<file path="config.mk">
export PLATFORM = sky130hd
export DESIGN_NAME = unidade_controle_jogo
export DESIGN_NICKNAME = d
export VERILOG_FILES = /design/src/rtl/unidade_controle_jogo_pkg.sv /design/src/rtl/unidade_controle_jogo_contador_pausa.sv /design/src/rtl/unidade_controle_jogo.sv
export SDC_FILE = /design/constraint.sdc
export NUM_CORES = 1
export LEC_CHECK = 0
export CORE_UTILIZATION = 60
export DETAILED_ROUTE_END_ITERATION = 6
export GPL_ROUTABILITY_DRIVEN = 0
export PLACE_DENSITY_LB_ADDON = 0.12
export SLEW_MARGIN = 15
export SYNTH_ARGS = -nofsm -noshare
export SYNTH_HDL_FRONTEND = slang
export SYNTH_SLANG_ARGS = --single-unit
</file>
<file path="constraint.sdc">
create_clock -name clock -period 6.51 [get_ports clock]
set_clock_uncertainty 0.15 [all_clocks]
set_input_delay 0.9765 -clock clock [delete_from_list [all_inputs] [get_ports clock]]
set_output_delay 0.9765 -clock clock [all_outputs]
set_load 0.05 [all_outputs]
</file>
<file path="src/rtl/unidade_controle_jogo_pkg.sv">
// Shared definitions for the game control unit: state encoding and default pause length.
package unidade_controle_jogo_pkg;

    typedef enum logic [3:0] {
        INICIAL   = 4'h0,
        PREPARA   = 4'h1,
        JOGANDO   = 4'h3,
        PAUSA     = 4'h4,
        AVALIA    = 4'h5,
        PROXIMO   = 4'h6,
        RECARREGA = 4'h7,
        FIM       = 4'h8
    } estado_t;

    localparam int PAUSA_CICLOS_PADRAO = 50_000_000;

endpackage

</file>
<file path="src/rtl/unidade_controle_jogo_contador_pausa.sv">
// Pause timer: up-counter with synchronous clear, enable and terminal-count flag.
module contador_pausa #(
    parameter int N = 4
) (
    input  logic                       clock,
    input  logic                       reset,
    input  logic                       limpa,
    input  logic                       habilita,
    output logic [$clog2(N+1)-1:0]     contagem,
    output logic                       fim
);

    localparam int W = $clog2(N + 1);

    logic [W-1:0] cont_q;
    logic [W-1:0] cont_d;

    assign fim      = (cont_q == W'(N - 1));
    assign contagem = cont_q;

    // Holding at the terminal count keeps the timer from ever wrapping.
    always_comb begin
        cont_d = cont_q;
        if (limpa) begin
            cont_d = '0;
        end else if (habilita && !fim) begin
            cont_d = cont_q + W'(1);
        end
    end

    always_ff @(posedge clock) begin
        if (reset) begin
            cont_q <= '0;
        end else begin
            cont_q <= cont_d;
        end
    end

endmodule

</file>
<file path="src/rtl/unidade_controle_jogo.sv">
// Game control FSM: clears the datapath, plays a level, pauses, then
// advances to the next level or finishes.
module unidade_controle_jogo
    import unidade_controle_jogo_pkg::*;
#(
    parameter int PAUSA_CICLOS = PAUSA_CICLOS_PADRAO
) (
    input  logic       clock,
    input  logic       reset,
    input  logic       iniciar,
    input  logic       nivel_concluido,
    input  logic       nivelIgualUltimoNivel,
    output logic       zeraN,
    output logic       zeraM,
    output logic       contaN,
    output logic       em_jogo,
    output logic       pronto,
    output logic [3:0] db_estado
);

    estado_t estado_q;
    estado_t estado_d;
    logic    pausa_fim;
    logic    em_pausa;

    logic [$clog2(PAUSA_CICLOS+1)-1:0] pausa_cont;

    assign em_pausa = (estado_q == PAUSA);

    contador_pausa #(
        .N (PAUSA_CICLOS)
    ) u_pausa (
        .clock    (clock),
        .reset    (reset),
        .limpa    (!em_pausa),
        .habilita (em_pausa),
        .contagem (pausa_cont),
        .fim      (pausa_fim)
    );

    always_comb begin
        estado_d = estado_q;
        case (estado_q)
            INICIAL:   if (iniciar) estado_d = PREPARA;
            PREPARA:   estado_d = JOGANDO;
            JOGANDO:   if (nivel_concluido) estado_d = PAUSA;
            PAUSA:     if (pausa_fim) estado_d = AVALIA;
            AVALIA:    estado_d = nivelIgualUltimoNivel ? FIM : PROXIMO;
            PROXIMO:   estado_d = RECARREGA;
            RECARREGA: estado_d = JOGANDO;
            FIM:       if (iniciar) estado_d = PREPARA;
            default:   estado_d = INICIAL;
        endcase
    end

    always_ff @(posedge clock) begin
        if (reset) begin
            estado_q <= INICIAL;
        end else begin
            estado_q <= estado_d;
        end
    end

    always_comb begin
        zeraN   = 1'b0;
        zeraM   = 1'b0;
        contaN  = 1'b0;
        em_jogo = 1'b0;
        pronto  = 1'b0;
        case (estado_q)
            PREPARA: begin
                zeraN = 1'b1;
                zeraM = 1'b1;
            end
            JOGANDO:   em_jogo = 1'b1;
            PAUSA:     em_jogo = 1'b1;
            PROXIMO:   contaN  = 1'b1;
            RECARREGA: zeraM   = 1'b1;
            FIM:       pronto  = 1'b1;
            default: ;
        endcase
    end

    assign db_estado = estado_q;

endmodule

</file>
==> results summary, run 1 <==
The run finished with clean final reports. The clock transition at the registers of the reported paths is about 0.090 ns. The height of the die came out at 54.19 µm. The internal power came out at around 250 µW. The library cell used most frequently in the layout, excluding fill and tap cells, is sky130_fd_sc_hd__dfxtp_1. Of the total power, combinational logic draws 0.100. The setup path with the least slack is of type reg -> out. The post-synthesis average cell area came out at 7.744 µm².

Measured against its own limit, the worst slew margin works out to 0.3084. The final antenna diode count came out at 0. The logic depth of the worst register-to-register path came out at 4. The least setup slack across all paths after layout is around 3.1 ns. The aggregate routed wire length is between 3000 and 4000 µm. The worst path arrival time came out at 2.30 ns. The startpoint identified for the worst hold timing path is u_pausa.contagem[25]. STA classifies the critical path endpoint as a primary output. The number of setup buffers added after CTS is 0. The count of mapped cells out of synthesis is around 210. The average vias per placed instance is roughly 6.2.

The insertion delay of the later-clocked pin in the worst-skew pair is between 0.3 and 0.4 ns. The number of global-route vias before repair came to around 1300. Summing every instance area after synthesis gives approximately 1600 µm². Synthesis instantiated 35 different standard cells from the library.

The post-detailed-placement half-perimeter wirelength came out at 2583 µm. The TritonCTS buffer count is 5. Of all nets on the critical path, the largest fanout is 12. For this configuration, the core starts out at a cell density of 0.6478.

The peak clock frequency supported by timing came out at 292.1 MHz. Max-cap violations in this run came to 0. The total I/O pin count came out at 14. The horizontal die dimension is between 50 and 60 µm. For this block, the via count after detailed routing is roughly 1600. In this run the standard cell core region covers approximately 2500 µm².

The path with the worst hold slack has its endpoint at u_pausa.contagem[25]. Counting instances, the worst hold path has a depth of 2. The count of nets left with antenna violations once routing finished came out at 0. The count of port buffers added during placement came out at 13. In the layout the commonest cells are sky130_fd_sc_hd__dfxtp_1 (30), sky130_fd_sc_hd__a21oi_1 (21), sky130_fd_sc_hd__nor2_1 (20). The number of rows in the core area is 18.

The first global-routing pass estimated 5678 µm of wire. The leakage power is 0.0005664 µW. The die outline area is 2936 µm². Of the synthesized area, sequential elements account for 0.3675. The transition time at the pin with the least slew margin came out at about 1 ns.

The number of levels the H-tree was split into is 2. The tree is rooted in a sky130_fd_sc_hd__clkbuf_4. Summed over all layers, the global routing overflow is 0. The setup violation total in the final timing report came out at 0. The worst flop-to-flop path startpoint is db_estado[2]. The required time at the endpoint of the critical path came out at 5.38 ns.

The switching part of the total came out at 0.2639. The count of instances resized after the clock tree is built came out at 0. The part of the power in the clock network is 0.340. The ratio of final minimum period to clock period is 0.5260. The reg2reg setup slack came out at 3.75 ns. The number of failing hold endpoints at the final stage came out at 0. The number of nets in the synthesized netlist came out at 217. The total iterations of the first detailed-routing run is 4. The number of buffers added to fix hold violations after cts came out at 0. The endpoint identified for the worst register-to-register timing path is u_pausa.contagem[9]. The number of max-slew violations in the final report came to 0. No sink is reached through more buffers than the 2 on the longest clock path. The element type at the critical path start is a flip-flop. The post-synthesis register bit count came out at 30. The number of antenna violations at the first check in global routing is 0.

Setup repair after global routing left no endpoint under its margin. The final total negative setup slack came out at 0 ns. The switching power is slightly below 90 µW. The final layout net count came out at roughly 230. Of the total power, registers draw 0.560. The relative area change from synthesis to final layout is 11.18%.

The DRC violation total after the first TritonRoute iteration is between 40 and 50. The clock sink count came out at 30. The setup slack at placement is ~3.5 ns. In the routed design, unresolved DRC markers number 0.

The largest vdd supply drop came out at around 0.20 mV. The CTS tree is done. The maximum number of pins on one net before global-route repair is 23.

After detailed routing, the average wire length per cell comes to 14.66 µm. For this design the ratio of total power to cell area is 186.4 nW/µm². The worst hold slack across all endpoints is 0.3594 ns.

The global-route usage over all layers is 0.2726. The layout cell share with drive strength beyond 1 came out at 0.04545. The clock period minus final worst setup slack came out at approximately 3.4 ns. The type of the most critical hold path is reg -> reg.

For this run, the number of Yosys warnings is 0.
-- worst max path at each step --
stage / startpoint / endpoint / slack (ns) / depth (start not counted)
CTS: db_estado[1] / em_jogo / 3.10 / 5
global route: db_estado[1] / em_jogo / 2.97 / 5
global placement: db_estado[1] / em_jogo / 3.56 / 5
detailed placement: db_estado[1] / em_jogo / 3.50 / 5
finish: db_estado[1] / em_jogo / 3.09 / 5
floorplan: db_estado[0] / zeraM / 2.74 / 3
-- logic make-up (layout without fill, tap and decap cells) --
kind of cell	Yosys count	count (layout)	synth area share
buf+inv	16	25	0.03675
fa+ha+maj	1	1	0.007656
compound gates	46	46	0.1577
simple gates	106	106	0.3645
mux	2	2	0.01225
flops	30	30	0.3675
xor+xnor	10	10	0.05360
-- worst max-delay path, cell delays in order (launching register included) --
cell	delay [ns]
sky130_fd_sc_hd__dfxtp_1	0.57
sky130_fd_sc_hd__inv_1	0.15
sky130_fd_sc_hd__nor2_1	0.23
sky130_fd_sc_hd__a21oi_1	0.10
sky130_fd_sc_hd__nor2_1	0.10
sky130_fd_sc_hd__clkdlybuf4s50_1	0.81
-- state kept, by name (all words and copies together) (netlist names) --
| register | flops |
|---|---|
| db_estado | 4 |
| u_pausa.contagem | 26 |
-- cells in the mapped netlist (all sizes together) --
cell type / count / share of area
a41o: 1 / 0.0061
nor3: 6 / 0.021
dfxtp: 30 / 0.37
a22oi: 1 / 0.0046
o21ai: 15 / 0.046
nand3: 16 / 0.049
nor4b: 4 / 0.021
ha: 1 / 0.0077
xor2: 5 / 0.027
nand2: 16 / 0.037
xnor2: 5 / 0.027
nor2b: 1 / 0.0038
mux2i: 2 / 0.012
nor2: 20 / 0.046
a31oi: 2 / 0.0077
clkbuf: 12 / 0.028
and3: 4 / 0.015
nor3b: 2 / 0.0092
o31ai: 1 / 0.0046
o2111ai: 1 / 0.0054
nor4: 5 / 0.028
or3: 12 / 0.046
a21oi: 21 / 0.064
o21a: 2 / 0.0092
and2: 3 / 0.011
nand4: 11 / 0.042
and4: 4 / 0.021
a221oi: 1 / 0.0054
nand2b: 1 / 0.0038
or4b: 1 / 0.0084
inv: 4 / 0.0092
o211ai: 1 / 0.0046
-- through the flow --
| stage | area [µm²] | util | total power [µW] | instances |
|---|---|---|---|---|
| floorplan | 1634 | - | 215.7 | 211 |
| global placement | 1757 | 0.6964 | 226.6 | 242 |
| detailed placement | 1757 | 0.6964 | 227.3 | 242 |
| CTS | 1817 | 0.7202 | 341.6 | 250 |
| global route | 1817 | 0.7202 | 351.4 | 250 |
| finish | 1817 | 0.7202 | 338.7 | 250 |
-- power by group through the flow --
stage / clock (µW) / combinational (µW) / sequential (µW)
after floorplan: 0 / 20.3 / 195
after global placement: 0 / 33.4 / 193
after detailed placement: 0 / 33.5 / 194
after CTS: 118 / 33.8 / 190
after global routing: 125 / 35.9 / 190
final: 115 / 33.8 / 190
-- layer usage --
layer,vias to the layer above,part of all wire,track usage
met5,-,0,0
met4,0,0.016,0.1453
met3,6,0.062,0.07345
met2,48,0.47,0.4268
met1,712,0.45,0.3362
li1,794,-,-
-- area by class of cell --
cell class	instances	area, µm²
clock inverter	1	5.005
sequential	30	600.6
tap	30	37.54
timing repair buffer	13	130.1
multi-input combinational	165	973.4
fill	202	705.7
clock buffer	7	55.05
inverter	4	15.01
No activity file was read; power rests on OpenSTA's default activity.
==> inputs of run 2 (changes only) <==
--- a/config.mk
+++ b/config.mk
@@ -5,7 +5,7 @@
 export SDC_FILE = /design/constraint.sdc
 export NUM_CORES = 1
 export LEC_CHECK = 0
-export CORE_UTILIZATION = 60
+export CORE_UTILIZATION = 51
 export DETAILED_ROUTE_END_ITERATION = 6
 export GPL_ROUTABILITY_DRIVEN = 0
 export PLACE_DENSITY_LB_ADDON = 0.12
==> constraint.sdc (replaced) <==
create_clock -name clock -period 2.9 [get_ports clock]
set_clock_uncertainty 0.15 [all_clocks]
set_input_delay 0.435 -clock clock [delete_from_list [all_inputs] [get_ports clock]]
set_output_delay 0.435 -clock clock [all_outputs]
set_load 0.05 [all_outputs]
==> run 2 against run 1 <==
  * Hold slack lost 0.0072 ns
  * Global-route usage is 1.8 points lower
  * Total power up 140%
  * Die area is 17% higher
  * Combinational power rose by 120%
  * Critical path depth down 2
  * Via count grew 3.6%
  * Register-to-register slack worse by 3.3 ns
  * First-iteration DRC count rose by 120%
  * Final cell count is 6.8% higher
==> results summary, run 2 (synthesis gave the netlist of run 1 again) <==
The met1 track demand over resource came out at 0.3128 (-0.02332). The number of remaining DRC errors is 0 (unchanged). The slowest stage of the critical path belongs to the cell sky130_fd_sc_hd__clkdlybuf4s50_1. The insertion delay of the later-clocked pin in the worst-skew pair came to 0.34 ns (about the same). The layout cell share with drive strength beyond 1 is 0.06278 (+0.01733). The average vias per placed instance was 6.052 (-3.0%). Leaving out fill and tap cells, the most frequent cell in the layout is sky130_fd_sc_hd__dfxtp_1. The internal power is 607.6 µW (+140%). The setup violation total in the final timing report came out at 0 (unchanged).

The max-slew headroom at the worst pin is 0.4124 (+0.1040). The worst hold slack across all endpoints came to 0.3522 ns (-0.007178 ns). The leakage power came out at 0.0006049 µW (+6.8%). The peak-usage layer in the global routing report is met2. The worst path needs roughly 2.7 ns of the cycle, external delays included.

The first-pass GRT wire length came out at 6644 µm (+17%). In the layout the commonest cells are sky130_fd_sc_hd__dfxtp_1 (30), sky130_fd_sc_hd__a21oi_1 (21), sky130_fd_sc_hd__nor2_1 (20). The total iterations of the first detailed-routing run came out at 4 (unchanged).

The TritonCTS buffer count is 5 (unchanged). The transition time at the pin with the least slew margin came out at 0.8691 ns (-0.1614 ns). The clock transition at the registers of the reported paths is 0.10 ns (about the same). The aggregate routed wire length is 3902 µm (+6.5%). The fraction of met3 tracks used by global routing came out at 0.07253 (-0.0009189). The worst setup path is launched from a flip-flop.

The clock sink count is 30 (unchanged). The final antenna diode count came out at 0 (unchanged). The number of max-slew violations in the final report is 0 (unchanged). The sequential share of power is 0.519 (-0.041).

The number of fill cells in the layout is 302 (+50%). The power density over the cells is 437.3 nW/µm² (+130%). The part of the power in the clock network was 0.389 (+0.049).

The run finished with clean final reports. The peak clock frequency supported by timing is approximately 370 MHz. The wire length per cell after detailed routing is 14.61 µm (-0.31%). The number of antenna violations at the first check in global routing is 0 (unchanged). The switching part of the total was 0.2597 (-0.004242).

The initial core utilization came out at 0.5352 (-0.1126). The critical-path maximum fanout came to 12 (unchanged). The fraction of power consumed by combinational cells was 0.092 (-0.008).

The critical path class is reg -> out. The final layout net count came out at 228 (+1.3%). The number of levels the H-tree was split into was 2 (unchanged). The least setup slack across all paths after layout is 0.1794 ns (-2.907 ns). The type of the most critical hold path is reg -> reg. The number of rows in the core area came to 20 (+2). The setup slack at placement came out at 0.3823 ns (-3.122 ns). The DRC violation total after the first TritonRoute iteration was 96 (+120%).

The number of failing hold endpoints at the final stage came to 0 (unchanged). The ratio of final minimum period to clock period came out at 0.9381. The post-detailed-placement half-perimeter wirelength came out at 2785 µm (+7.8%).

Setup repair after global routing left no endpoint under its margin. The worst path arrival time came to 2.14 ns (-0.16 ns). The switching power is 213.1 µW (+140%). The global route total overflow came out at 0 (unchanged). The largest vdd supply drop came out at 0.2694 mV (+36%).

The number of nets with antenna violations after detailed routing was 0 (unchanged). The count of port buffers added during placement came out at 13 (unchanged). The global routing met2 resource utilization is 0.4007 (-0.02617).

The number of instances in the placed design is 259 (+7.0%). The height of the die came out at 58.61 µm (+8.2%). The die outline area is 3435 µm² (+17%). The final instance count without filler cells came to 267 (+6.8%).

The cell family contributing the most delay on the critical path is buffers and inverters. The clock tree buffer depth came to 2 (unchanged). The number of global-route vias before repair is 1503 (+14%). The global-route usage over all layers is 0.2545 (-0.01804). TritonCTS built the clock tree. The vias after detailed routing came to 1616 (+3.6%).

The number of flip-flops under the largest register name is 26 (unchanged). The area of the core region is 3053 µm² (+21%). The sum of buffers and inverters on the critical path came to 2 (unchanged).

The required time at the endpoint of the critical path came out at 2.32 ns (-3.06 ns). The relative area change from synthesis to final layout came out at 14.85%. The clock tree root driver cell is sky130_fd_sc_hd__clkbuf_4. The area of the multi-input gates came to 973.4 µm² (unchanged). STA classifies the critical path endpoint as a primary output. The max-cap check violation count is 0 (unchanged).

The register cell area after layout is 600.6 µm² (unchanged). The maximum single-stage delay on the critical path is 0.84 ns (+0.03 ns). The horizontal die dimension came out at 58.61 µm (+8.2%).

The total I/O pin count is 14 (unchanged). The maximum number of pins on one net before global-route repair was 23 (unchanged). Traced cell by cell, the critical path runs through inv_1, nor3_1, clkdlybuf4s50_1.
run 2: cell count changes in the layout (fill, tap and decap cells not counted), sizes merged:
cell	change
clkbuf	+1
clkinv	-1
dlygate4sd2	+1
dlymetal6s2s	+1
buf	+3
clkdlybuf4s50	-2
run 2: final cells by class:
| cell class | instances | area share |
|---|---|---|
| Multi-Input combinational cell | 165 | 0.5187 |
| Tap cell | 44 | 0.02933 |
| Sequential cell | 30 | 0.3200 |
| Timing Repair Buffer | 16 | 0.08200 |
| Clock buffer | 8 | 0.04200 |
| Inverter | 4 | 0.008000 |
run 2: routing by layer:
layer	vias up	wire length [µm]
li1	796	-
met1	764	1784
met2	44	1816
met3	12	205
met4	0	95
met5	-	0
run 2: path summary, 6_finish.rpt:
| path | from | cells past startpoint | to | slack [ns] |
|---|---|---|---|---|
| max | db_estado[1] | 3 | contaN | 0.18 |
| min | u_pausa.contagem[21] | 2 | u_pausa.contagem[21] | 0.35 |
| max reg2reg | db_estado[2] | 5 | u_pausa.contagem[22] | 0.43 |
| min reg2reg | u_pausa.contagem[21] | 2 | u_pausa.contagem[21] | 0.35 |
run 2: repair_timing:
item	CTS	global route
gates cloned	0	0
hold buffers	0	0
hold endpoints to repair	0	0
gates resized for setup	1	1
buffers inserted	0	0
endpoints found under the setup margin	1	1
run 2: metrics by stage:
step / total power [µW] / instance area (µm²) / setup TNS (ns) / utilization
floorplan: 484.3 / 1634 / -0.6422 / -
detailed placement: 511.0 / 1797 / 0 / 0.5885
global route: 854.3 / 1877 / 0 / 0.6148
global placement: 510.2 / 1797 / 0 / 0.5885
CTS: 822.9 / 1874 / 0 / 0.6139
finish: 820.7 / 1877 / 0 / 0.6148
run 2: worst min-delay path, stage by stage (launching register included):
cell	delay (ns)
sky130_fd_sc_hd__dfxtp_1	0.35
sky130_fd_sc_hd__nand2_1	0.06
sky130_fd_sc_hd__mux2i_1	0.05
run 2: power by group through the flow:
stage                     registers (µW)  clock network (µW)  logic, µW
after floorplan                      439                   0       45.5
after global placement               434                   0       75.9
after detailed placement             435                   0       75.7
after CTS                            426                 321       75.7
after global routing                 427                 348       79.4
final                                426                 319       75.2
